===== src/rtl/jstk_frame_ctrl_pkg.sv =====
// Shared definitions for the PmodJSTK frame sequencer: FSM encoding, command
// constants and the per-index transmit byte.
package jstk_frame_ctrl_pkg;

    typedef enum logic [2:0] {
        ST_IDLE,
        ST_SETUP,
        ST_LOAD,
        ST_START,
        ST_WAIT,
        ST_GAP,
        ST_END,
        ST_ABORT
    } jstk_state_t;

    localparam logic [5:0] JSTK_CMD_LED     = 6'b100000;
    localparam int         JSTK_FRAME_BYTES = 5;

    // Only the first byte carries the LED command; the rest are dummy bytes.
    function automatic logic [7:0] jstk_tx_byte(input logic [2:0] idx, input logic [1:0] led);
        return (idx == 3'd0) ? {JSTK_CMD_LED, led} : 8'h00;
    endfunction

endpackage


===== src/rtl/jstk_frame_unpack.sv =====
// Combinational unpacking of the five PmodJSTK reply bytes into X/Y and buttons.
module jstk_frame_unpack (
    input  logic [7:0] i_rx0,
    input  logic [7:0] i_rx1,
    input  logic [7:0] i_rx2,
    input  logic [7:0] i_rx3,
    input  logic [7:0] i_rx4,
    output logic [9:0] o_x_pos,
    output logic [9:0] o_y_pos,
    output logic [2:0] o_buttons
);

    logic w_unused_bits;

    assign o_x_pos   = {i_rx1[1:0], i_rx0};
    assign o_y_pos   = {i_rx3[1:0], i_rx2};
    assign o_buttons = i_rx4[2:0];

    // High bits of the reply bytes carry no information on this device.
    assign w_unused_bits = ^{i_rx1[7:2], i_rx3[7:2], i_rx4[7:3]};

endmodule


===== src/rtl/jstk_frame_ctrl.sv =====
// PmodJSTK poll sequencer: issues a 5-byte frame to the SPI byte master every poll
// period and publishes X/Y/buttons atomically once a complete frame has arrived.
module jstk_frame_ctrl
    import jstk_frame_ctrl_pkg::*;
#(
    parameter int POLL_PERIOD_CYC = 3000,
    parameter int SS_SETUP_CYC    = 2,
    parameter int BYTE_GAP_CYC    = 2,
    parameter int TIMEOUT_CYC     = 32
) (
    input  logic       clk,
    input  logic       rst,
    input  logic [1:0] led_in,
    input  logic       spi_busy,
    input  logic [7:0] spi_data_out,
    output logic       spi_data_mode,
    output logic [7:0] spi_data_in,
    output logic       ss_n,
    output logic [9:0] x_pos,
    output logic [9:0] y_pos,
    output logic [2:0] buttons,
    output logic       frame_valid,
    output logic       frame_err
);

    localparam int CNT_W = $clog2(POLL_PERIOD_CYC + SS_SETUP_CYC + BYTE_GAP_CYC + TIMEOUT_CYC + 1);
    typedef logic [CNT_W-1:0] cnt_t;

    localparam cnt_t POLL_LAST  = cnt_t'((POLL_PERIOD_CYC > 0) ? POLL_PERIOD_CYC - 1 : 0);
    localparam cnt_t SETUP_LAST = cnt_t'((SS_SETUP_CYC    > 0) ? SS_SETUP_CYC    - 1 : 0);
    localparam cnt_t GAP_LAST   = cnt_t'((BYTE_GAP_CYC    > 0) ? BYTE_GAP_CYC    - 1 : 0);
    localparam cnt_t TO_LAST    = cnt_t'((TIMEOUT_CYC     > 0) ? TIMEOUT_CYC     - 1 : 0);
    localparam logic [2:0] LAST_IDX = 3'(JSTK_FRAME_BYTES - 1);

    jstk_state_t r_state;
    jstk_state_t w_state_next;
    cnt_t        r_cnt;
    logic [2:0]  r_idx;
    logic [1:0]  r_led;
    logic        r_busy_q;
    logic        r_busy_prev;
    logic        w_busy_fall;
    logic [7:0]  r_rx [JSTK_FRAME_BYTES];
    logic [JSTK_FRAME_BYTES-1:0] w_cap;
    logic [7:0]  r_tx;
    logic        r_ss_n;
    logic [9:0]  r_x;
    logic [9:0]  r_y;
    logic [2:0]  r_btn;
    logic        r_frame_valid;
    logic        r_frame_err;
    logic [9:0]  w_x;
    logic [9:0]  w_y;
    logic [2:0]  w_btn;

    assign w_busy_fall = r_busy_prev & ~r_busy_q;

    // Raw busy also gates the request so it drops the moment the master accepts.
    assign spi_data_mode = (r_state == ST_START) && !r_busy_q && !spi_busy;

    always_comb begin
        w_state_next = r_state;
        case (r_state)
            ST_IDLE:  if (r_cnt >= POLL_LAST)  w_state_next = ST_SETUP;
            ST_SETUP: if (r_cnt >= SETUP_LAST) w_state_next = ST_LOAD;
            ST_LOAD:  w_state_next = ST_START;
            ST_START: begin
                if (r_busy_q)               w_state_next = ST_WAIT;
                else if (r_cnt >= TO_LAST)  w_state_next = ST_ABORT;
            end
            ST_WAIT: begin
                if (w_busy_fall)            w_state_next = (r_idx == LAST_IDX) ? ST_END : ST_GAP;
                else if (r_cnt >= TO_LAST)  w_state_next = ST_ABORT;
            end
            ST_GAP:   if (r_cnt >= GAP_LAST)   w_state_next = ST_LOAD;
            ST_END:   w_state_next = ST_IDLE;
            ST_ABORT: w_state_next = ST_IDLE;
            default:  w_state_next = ST_IDLE;
        endcase
    end

    always_ff @(posedge clk) begin
        if (rst) begin
            r_state       <= ST_IDLE;
            r_cnt         <= '0;
            r_idx         <= '0;
            r_led         <= '0;
            r_busy_q      <= 1'b0;
            r_busy_prev   <= 1'b0;
            r_tx          <= '0;
            r_ss_n        <= 1'b1;
            r_x           <= '0;
            r_y           <= '0;
            r_btn         <= '0;
            r_frame_valid <= 1'b0;
            r_frame_err   <= 1'b0;
        end else begin
            r_busy_q      <= spi_busy;
            r_busy_prev   <= r_busy_q;
            r_state       <= w_state_next;
            r_frame_valid <= (r_state == ST_END);
            r_frame_err   <= (r_state == ST_ABORT);

            // One counter serves poll, setup, gap and timeout; it restarts per state.
            if (w_state_next != r_state)
                r_cnt <= '0;
            else if (r_cnt != '1)
                r_cnt <= r_cnt + cnt_t'(1);

            case (r_state)
                ST_IDLE: if (w_state_next == ST_SETUP) begin
                    r_led  <= led_in;
                    r_ss_n <= 1'b0;
                end
                ST_LOAD: r_tx <= jstk_tx_byte(r_idx, r_led);
                ST_WAIT: if (w_busy_fall && r_idx != LAST_IDX) r_idx <= r_idx + 3'd1;
                ST_END: begin
                    r_ss_n <= 1'b1;
                    r_x    <= w_x;
                    r_y    <= w_y;
                    r_btn  <= w_btn;
                    r_idx  <= '0;
                end
                ST_ABORT: begin
                    r_ss_n <= 1'b1;
                    r_idx  <= '0;
                end
                default: ;
            endcase

            if (w_state_next == ST_ABORT)
                r_ss_n <= 1'b1;
        end
    end

    genvar gi;
    generate
        for (gi = 0; gi < JSTK_FRAME_BYTES; gi++) begin : g_cap
            assign w_cap[gi] = (r_state == ST_WAIT) && w_busy_fall && (r_idx == 3'(gi));
        end
    endgenerate

    always_ff @(posedge clk) begin
        for (int i = 0; i < JSTK_FRAME_BYTES; i++) begin
            if (rst)
                r_rx[i] <= '0;
            else if (w_cap[i])
                r_rx[i] <= spi_data_out;
        end
    end

    jstk_frame_unpack u_unpack (
        .i_rx0     (r_rx[0]),
        .i_rx1     (r_rx[1]),
        .i_rx2     (r_rx[2]),
        .i_rx3     (r_rx[3]),
        .i_rx4     (r_rx[4]),
        .o_x_pos   (w_x),
        .o_y_pos   (w_y),
        .o_buttons (w_btn)
    );

    assign spi_data_in = r_tx;
    assign ss_n        = r_ss_n;
    assign x_pos       = r_x;
    assign y_pos       = r_y;
    assign buttons     = r_btn;
    assign frame_valid = r_frame_valid;
    assign frame_err   = r_frame_err;

endmodule

===== config.mk =====
export PLATFORM = sky130hd
export DESIGN_NAME = jstk_frame_ctrl
export DESIGN_NICKNAME = d
export VERILOG_FILES = /design/src/rtl/jstk_frame_ctrl_pkg.sv /design/src/rtl/jstk_frame_unpack.sv /design/src/rtl/jstk_frame_ctrl.sv
export SDC_FILE = /design/constraint.sdc
export NUM_CORES = 1
export LEC_CHECK = 0
export CAP_MARGIN = 20
export CORE_MARGIN = 4
export CORE_UTILIZATION = 49
export CTS_CLUSTER_DIAMETER = 100
export DETAILED_ROUTE_END_ITERATION = 16
export PLACE_DENSITY_LB_ADDON = 0.15
export SLEW_MARGIN = 20
export SYNTH_ARGS = -nofsm -noshare
export SYNTH_HDL_FRONTEND = slang
export SYNTH_SLANG_ARGS = --single-unit

===== constraint.sdc =====
create_clock -name clk -period 2.1 [get_ports clk]
set_clock_uncertainty 0.2 [all_clocks]
set_input_delay 0.315 -clock clk [delete_from_list [all_inputs] [get_ports clk]]
set_output_delay 0.315 -clock clk [all_outputs]
set_load 0.1 [all_outputs]

==> run_results.csv <==
group,metric,value,unit
worst_setup_path,path_class,"register to register",
place,placed_cells,494,
place,gp_congestion,0.8109,
power,seq_power_share,56.2,%
cts,cts_root_buffer,"clkbuf_8",
final_layout,multi_input_area,0.001569,sq mm
flow_run,cap_viol_max_count,0,
worst_setup_path,worst_setup_path_end_kind,"register",
hold_path,hp-class,"register to register",
detailed_routing,via_per_inst,5.228,
floorplan,initial_utilization,51.30,%
sta,timing.final.crit_share,101.7,%
yosys,syn_avg_cell_area,9.633,sq um
detailed_routing,routed_wirelength,7597,um
power,netSwitchingFraction,25.36,%
cts,cts-buffers-inserted,9,
sta,setup_violations,7,
yosys,synthesis.instances,342,
power,vdd_ir_drop_max,424.5,uV
global_routing,vias_in_the_first_global_route,2576,
detailed_routing,first_drt_pass_iteration_count,4,
place,io_buffers,42,
yosys,synth.top_cells.by_area,"dfxtp_1, edfxtp_1, nand2_1, a21oi_1, and3_1",
cts,htree_levels,3,
yosys,post-synth-top-area-fraction,30.99,%
worst_setup_path,startpoint_type,"register",
floorplan,core-area,0.006422,sq mm
yosys,number_of_distinct_library_cell_variants_in_the_gate_level_netlist_after_synthesis,51,
floorplan,rows,29,
place,dp_slack,-297.2,ps
yosys,ys.flop_type,"dfxtp_1",
final_layout,layout-drive-gt1-share,30.68,%
final_layout,regArea,0.001717,sq mm
power,part_of_the_power_in_combinational_logic,7.7,%
final_layout,mostFrequentLayoutCells,"buf_4, nand2_1, dfxtp_1, a21oi_1, edfxtp_1",
final_layout,post_route_core_utilization,68.95,%
cts,cts_tree,"done",
cts,clock_insertion_delay_at_the_later_pin_of_the_skew_report,350,ps
status,status,"finished with violations",
final_layout,layout.cells.non_filler,517,
cts,cts.path.max_buffers,2,
floorplan,boundaryPins,48,
sta,unrepaired_setup_endpoints_after_global_routing,"true",
yosys,synth_largest_area_cell,"dfxtp_1",
final_layout,final_nets,457,
global_routing,grt_max_degree,25,
global_routing,grt_antenna_before_repair,0,
yosys,netlist_area,0.003294,sq mm
worst_setup_path,critPathMaxFanout,6,
sta,final.min_clock_period,2136,ps
power,cell_internal_pwr,1.999,mW
detailed_routing,drc_errors,0,
final_layout,final_common_cell,"buf_4",
floorplan,dieArea,0.008099,sq mm
status,violations,"negative setup slack",
power,switchingPower,0.6792,mW
global_routing,grt_first_pass_wirelength,12430,um
final_layout,fill_cells,500,
power,leakagePower,1.809,nW
yosys,synth-edff-count,23,
detailed_routing,number_of_vias_in_the_routed_layout,2703,
worst_setup_path,worstPathRequired,2170,ps
sta,drv_slew,0,
power,power_density,604.8,mW/mm^2
detailed_routing,route.detailed.wl_per_inst,14.69,um
cts,clkTransAtPathRegs,80,ps
final_layout,finish.instance_area,0.004428,sq mm
detailed_routing,1st_iter_drt_viols,158,
yosys,synth-warning-count,0,
cts,number_of_clock_sinks,74,
place,dp_hpwl,5250,um
place,placed_cell_area,0.004041,sq mm
sta,report.final.hold_viol_count,0,
sta,max_clock_freq,468.2,MHz
yosys,async_reset_ff_share,0,%
floorplan,die_h,90.00,um
global_routing,grt_usage,19.01,%
cts,postCtsHoldBufs,0,
yosys,yosysSeqAreaShare,51.96,%
detailed_routing,final_antenna_net_count,0,
worst_setup_path,critPathArrivalTime,2210,ps
global_routing,globalRouteOverflowTotal,0,
yosys,synth_seq_cells,74,
power,clock_network_power_share,36.2,%
floorplan,die-width,90.00,um
final_layout,n_antenna_cell,0,
sta,postLayoutSetupSlackWorst,-35.72,ps
sta,worst_slack_on_hold_paths,255.8,ps
final_layout,areaGrowthSynthToFinish,34.41,%
[kinds of logic (layout without fill, tap and decap cells)]
kind of cell               Yosys count  count (layout)  share of synthesized area, %
and+or+nand+nor                    156             156                         25.07
DFF                                 74              74                         51.96
AOI/OAI and AO/OA                   60              60                         12.00
buffers and inverters               31             125                         4.444
adders and majority gates            8               8                         3.038
xor gates and xnor gates             7               7                         1.861
muxes                                5               5                         1.519
other                                1               5                        0.1138
[sequential cells by signal, summed over array words and instances (netlist names), 3 cells and up]
signal / cells
r_idx: 3
y_pos: 10
r_cnt: 12
spi_data_in: 3
buttons: 3
r_state: 3
x_pos: 10
r_rx: 23
[path summary, 6_finish.rpt]
check	startpoint	depth (start not counted)	slack, ps	end
setup / recovery	r_cnt[0]	8	-40	r_cnt[6]
hold / removal	x_pos[4]	2	260	x_pos[4]
setup reg to reg	r_cnt[0]	8	-40	r_cnt[6]
hold reg to reg	x_pos[4]	2	260	x_pos[4]
[worst max-delay path: stages, from the launching register on]
cell and delay, ps:
dfxtp_2 340, buf_6 110, ha_4 160, a211oi_2 190, nor3b_2 90, a2111oi_4 420
o311ai_4 190, buf_12 180, a211oi_2 180
[what timing repair did]
action / 4_1_cts / 5_1_grt
gates cloned: 1 / 0
pin swaps: 6 / 12
resized for setup: 17 / 12
endpoints found under the setup margin: 12 / 25
setup buffers: 3 / 6
[metal layers]
layer,vias to the layer above,part of all wire (%),GRT usage [%]
met5,-,0,0
met4,0,1.5,6.888
met2,69,49,29.95
met1,1253,44,25.25
li1,1373,-,-
met3,8,5.3,5.092
[per-stage QoR]
| stage | power (mW) | setup TNS, ps |
|---|---|---|
| 4_1_cts | 2.693 | 0 |
| 2_1_floorplan | 1.649 | 0 |
| 6_report | 2.678 | -84.66 |
| 3_5_place_dp | 1.713 | -3325 |
| 5_1_grt | 2.778 | -874.9 |
| 3_3_place_gp | 1.710 | -2626 |
[cell usage after synthesis (all sizes together) (2+ instances only)]
master / count
xor2: 2
a21oi: 34
nor2: 15
edfxtp: 23
buf: 10
nand4: 5
and2: 10
nand2: 67
mux2i: 5
o21ai: 7
a211oi: 4
nor2b: 7
a2111oi: 2
dfxtp: 51
a31oi: 2
nand3: 10
and3: 19
ha: 8
clkbuf: 11
nor3: 14
xnor2: 5
nor3b: 2
o22ai: 2
inv: 10
[final cells by class]
type | instances | area share (%)
Inverter | 10 | 0.8477
Clock inverter | 6 | 0.9607
Tap cell | 77 | 2.176
Clock buffer | 9 | 2.797
Timing Repair Buffer | 100 | 19.02
Sequential cell | 74 | 38.77
Multi-Input combinational cell | 241 | 35.43
[power groups by stage]
stage               logic [mW]  clock network (mW)  registers [mW]
detailed placement       0.179                   0            1.53
CTS                      0.200               0.989            1.50
floorplan                0.115                   0            1.53
global route             0.219                1.05            1.51
finish                   0.206               0.969            1.50
global placement         0.176                   0            1.53
Note: power is estimated with default switching activity, not from simulation.
